===== config.mk =====
export PLATFORM = sky130hd
export DESIGN_NAME = wav_mcu_irq_fast_ctrl
export DESIGN_NICKNAME = d
export VERILOG_FILES = /design/src/rtl/wav_mcu_irq_fast_ctrl.sv
export SDC_FILE = /design/constraint.sdc
export NUM_CORES = 1
export LEC_CHECK = 0
export BUFFER_PORTS_ARGS = -buffer_cell sky130_fd_sc_hd__buf_4
export CAP_MARGIN = 5
export CORE_UTILIZATION = 40
export CTS_BUF_LIST = sky130_fd_sc_hd__clkbuf_2 sky130_fd_sc_hd__clkbuf_4 sky130_fd_sc_hd__clkbuf_8
export DETAILED_ROUTE_END_ITERATION = 10
export GPL_TIMING_DRIVEN = 0
export PLACE_DENSITY = 0.79
export RECOVER_POWER = 100
export SLEW_MARGIN = 40
export SYNTH_ARGS = -nofsm -noshare
export SYNTH_HDL_FRONTEND = slang
export SYNTH_SLANG_ARGS = --single-unit

===== constraint.sdc =====
create_clock -name i_hclk -period 1.1 [get_ports i_hclk]
set_clock_uncertainty 0.2 [all_clocks]
set_input_delay 0.165 -clock i_hclk [delete_from_list [all_inputs] [get_ports i_hclk]]
set_output_delay 0.165 -clock i_hclk [all_outputs]
set_load 0.02 [all_outputs]

===== src/rtl/wav_mcu_irq_fast_ctrl.sv =====
// Fast-interrupt conditioning: optional 2-flop sync, edge/level detect, sticky pending, clear and mask.
// Optional overflow status flops are built when WAV_MCU_IRQ_FAST_OVF_EN is defined.
module wav_mcu_irq_fast_ctrl #(
  parameter int unsigned NIRQ = 15
) (
  input  logic            i_hclk,
  input  logic            i_hreset_n,
  input  logic [NIRQ-1:0] i_irq,
  input  logic [NIRQ-1:0] i_clr_cfg,
  input  logic [NIRQ-1:0] i_sticky_cfg,
  input  logic [NIRQ-1:0] i_msk_cfg,
  input  logic [NIRQ-1:0] i_sync_cfg,
  input  logic [NIRQ-1:0] i_edge_cfg,
  output logic [NIRQ-1:0] o_irq_fast,
  output logic [NIRQ-1:0] o_irq_fast_sta,
  output logic [NIRQ-1:0] o_irq_fast_ovf
);

  logic [NIRQ-1:0] s1;
  logic [NIRQ-1:0] s2;
  logic [NIRQ-1:0] prev;
  logic [NIRQ-1:0] pend;
  logic [NIRQ-1:0] sel;
  logic [NIRQ-1:0] evt;

  always_comb begin
    sel = (i_sync_cfg & s2) | (~i_sync_cfg & i_irq);
    evt = (i_edge_cfg & sel & ~prev) | (~i_edge_cfg & sel);
  end

  // Synchronizer runs regardless of i_sync_cfg; clear only matters in sticky mode and never beats a new event.
  always_ff @(posedge i_hclk or negedge i_hreset_n) begin
    if (!i_hreset_n) begin
      s1   <= '0;
      s2   <= '0;
      prev <= '0;
      pend <= '0;
    end else begin
      s1   <= i_irq;
      s2   <= s1;
      prev <= sel;
      pend <= evt | (pend & i_sticky_cfg & ~i_clr_cfg);
    end
  end

  assign o_irq_fast     = pend & ~i_msk_cfg;
  assign o_irq_fast_sta = pend;

`ifdef WAV_MCU_IRQ_FAST_OVF_EN
  logic [NIRQ-1:0] ovf;

  // A clear in the same cycle as a new overflow acknowledges it, so clear dominates here.
  always_ff @(posedge i_hclk or negedge i_hreset_n) begin
    if (!i_hreset_n) begin
      ovf <= '0;
    end else begin
      ovf <= (ovf | (evt & pend & i_sticky_cfg)) & ~i_clr_cfg;
    end
  end

  assign o_irq_fast_ovf = ovf;
`else
  assign o_irq_fast_ovf = '0;
`endif

endmodule

# Yosys cells after proc, flatten, opt, wreduce, memory -nomap -nowiden
# Cells that the tools add are included.
# word_totals
register_bits	60
output_inout_bits	45
word_cells	20
# classes
bitwise	16
# ops
operator	count
$and 15x15->15	8
$not 15->15	5
$or 15x15->15	3

# Depth between registers and ports, before layout
# logic_depth
word_depth	7
ltp_mapped	2
depth_no_buf	2

# Least setup slack after synthesis
# OpenSTA, ideal clock, no wires.
# synth_timing
kind	reg-to-output
start	register pend[0] (netlist: o_irq_fast_sta[0])
end	output port o_irq_fast[0]
t_arrival_ns	0.814
required_time_ns	0.735
path_slack_ns	-0.079
path_stages_with_launch	2
cell_sequence	dfrtp_1 nor2b_1
# synth_between
elab_chain_len	1
# synth_rtl
item	line_no	text
start, declared	22	logic [NIRQ-1:0] pend;
start signal, assigned	42	pend <= evt | (pend & i_sticky_cfg & ~i_clr_cfg);
$and 15x15->15	46	assign o_irq_fast = pend & ~i_msk_cfg;
end, declared	14	output logic [NIRQ-1:0] o_irq_fast,
# No other way between the ends.

# Worst setup path in the final report
# layout_timing
start	register pend[8] (netlist: o_irq_fast_sta[8])
end	output port o_irq_fast[8]
# Same word-level chain as after synthesis.

==> flow_metrics.py <==
metrics = {
    "clocking": {
        "worstSkewPairLatency_ps": 340,
        "cts_sinks": 60,
        "path_clk_slew_ps": 70,
        "cts_tree": "yes",
        "cts_inserted_buffers": 9,
        "clockRootBuffer": "clkbuf_8",
        "h-tree-depth": 3,
        "cts_buffer_depth": 2,
    },
    "sta": {
        "worstMarginPinSlew_ps": 594,
        "rsz0062_at_grt": "yes",
        "hold_ws_ps": -95.1,
        "setup_viol": 98,
        "drv_slew": 0,
        "period_needed_ps": 1390,
        "setup_slack_ps": -295,
        "timing_hold_violations_final": 18,
        "fin_crit_sh": 1.27,
        "slew_headroom": 0.604,
        "max_freq_ghz": 0.717,
    },
    "synth": {
        "synthAdderAreaFrac": 0,
        "synth-seq-cells": 60,
        "netlist_area_sq_mm": 0.00227,
        "yosysSeqAreaShare": 0.660,
        "yosys_warnings": 0,
        "synth_compound_area_frac": 0.0990,
        "yosys.area_share.xor_xnor": 0,
        "netlist_instances": 151,
        "synthSimpleGateAreaFrac": 0.0908,
        "synth_top_family_by_area": "multiplexers",
        "ys_types": 7,
        "syn_avg_cell_area_sq_um": 15.1,
        "synthMuxAreaShare": 0.0990,
    },
    "placement": {
        "pre_cts_ws_ps": 45.1,
        "placed_cells": 358,
        "port_buffers": 121,
        "place_congestion": 0.681,
        "hpwl_mm": 3.43,
    },
    "finish": {
        "stdcell_count": 447,
        "area_delta_synth_final_pct": 96.5,
        "n_antenna_cell": 0,
        "fin_util": 0.812,
        "fin_nets": 463,
        "nFillCells": 313,
        "layout-drive-gt1-share": 0.563,
    },
    "floorplan": {
        "die_h_microns": 77.4,
        "rows": 27,
        "die_w_microns": 77.4,
        "core_sq_mm": 0.00551,
        "io_pins": 137,
        "initial_core_util": 0.413,
        "die_area_sq_mm": 0.00599,
    },
    "min_path": {
        "hold_class": "primary input to flop",
    },
    "power_and_ir_drop": {
        "power_density_mw_per_mm2": 1250,
        "vdd_drop_max_mv": 0.900,
        "power_mw": 5.60,
        "cellLeakagePower_nw": 2.21,
    },
    "outcome": {
        "status": "finished, violations left",
        "violations": "hold timing, setup timing",
    },
    "global_routing": {
        "grt_pass1_wl_mm": 9.34,
        "grt_max_degree": 61,
        "grt_usage": 0.212,
        "antenna_found_initial": 0,
        "grt.overflow.total": 0,
        "grt_pass1_vias": 2048,
    },
    "setup_path": {
        "crit_fanout": 3,
        "setup.worst_path.class": "flop to output pin",
        "critPathLaunchType": "flop",
        "arrival_ps": 1030,
        "cp.required_ps": 730,
        "cp-end-kind": "output pin",
    },
    "run": {
        "maxCapViolations": 0,
    },
    "detailed_routing": {
        "drt_iter0_markers": 23,
        "viasPerCell": 4.36,
        "vias": 1947,
        "drtPass1Iterations": 4,
        "ant_nets": 0,
        "avgRoutedWirePerCell_microns": 14.0,
        "routed_wl_mm": 6.25,
        "drc": 0,
    },
}
## cells in the final DEF (no fill, tap or decap)
cell,instances
buf_6,35
buf_12,1
clkbuf_2,1
dfrtp_1,60
nand2_1,28
clkbuf_8,11
buf_4,97
dlygate4sd3_1,61
clkbuf_4,17
conb_1,15
nor2b_4,15
o2bb2ai_2,15
nand2_2,2
clkinv_2,2
mux2_4,15
## cells in the mapped netlist
library cell  instances  area share
dfrtp_1              60        0.66
mux2_4               15       0.099
conb_1                1      0.0016
nor2b_1              15       0.041
buf_4                15       0.050
o2bb2ai_2            15       0.099
nand2_1              30       0.050
## registers in the layout, summed over array words and instances, names as in the netlist
signal          flops
prev               15
s2                 15
s1                 15
o_irq_fast_sta     15
## through the flow
step / setup TNS (ps) / cell area (sq um)
after floorplan: 0 / 2360
after global routing: -17810 / 4470
after detailed placement: 0 / 3360
final: -10920 / 4470
after global placement: 0 / 3360
after CTS: -8280 / 4370
## routing by layer
layer / GRT usage / vias up / part of all wire
met2: 0.392 / 105 / 0.55
met1: 0.215 / 917 / 0.36
li1: - / 914 / -
met5: 0 / - / 0
met4: 0.0868 / 0 / 0.020
met3: 0.0741 / 11 / 0.071
## critical path: stages (launching register included)
cell	delay, ps
dfrtp_1	410
nor2b_4	180
buf_6	120
## timing repair
action | in CTS | in global routing
hold buffers | 60 | 16
pin swaps | 0 | 3
endpoints found under the setup margin | 30 | 60
endpoints found under the hold margin | 105 | 97
setup buffers | 6 | 6
gates resized for setup | 43 | 9
## worst paths after layout
check                                       start           endpoint  slack, ps  depth (start not counted)
worst max-delay path            o_irq_fast_sta[8]      o_irq_fast[8]       -290                          2
worst min register to register             s1[11]             s2[11]        150                          0
min in group asynchronous              i_hreset_n              s1[1]        150                          2
worst max register to register  o_irq_fast_sta[1]  o_irq_fast_sta[1]         20                          4
max in group asynchronous              i_hreset_n           prev[12]        -60                          3
worst min-delay path                i_sync_cfg[1]            prev[1]       -100                          2
## cell type report
class	instances	area (sq um)	area share
repair buffers	195	1760	0.393
flip-flops and latches	60	1500	0.336
multi-input cells	90	831	0.186
clock buffers	13	166	0.0372
plain buffers	15	113	0.0252
well taps	72	90.1	0.0202
clock inverters	2	10.0	0.00224
## power breakdown
part	total [mW]	switching, mW	internal (mW)
logic	1.40	0.530	0.869
registers	2.45	0.0867	2.37
clock network	1.75	0.777	0.970
total	5.60	1.39	4.21
## cells by family after synthesis
| kind of cell | count (synthesis) |
|---|---|
| AND/OR/NAND/NOR | 45 |
| buffers and inverters | 15 |
| AO/OA/AOI/OAI | 15 |
| multiplexers | 15 |
| flip-flops | 60 |
| other | 1 |
Power figures use the tool's default switching activity.
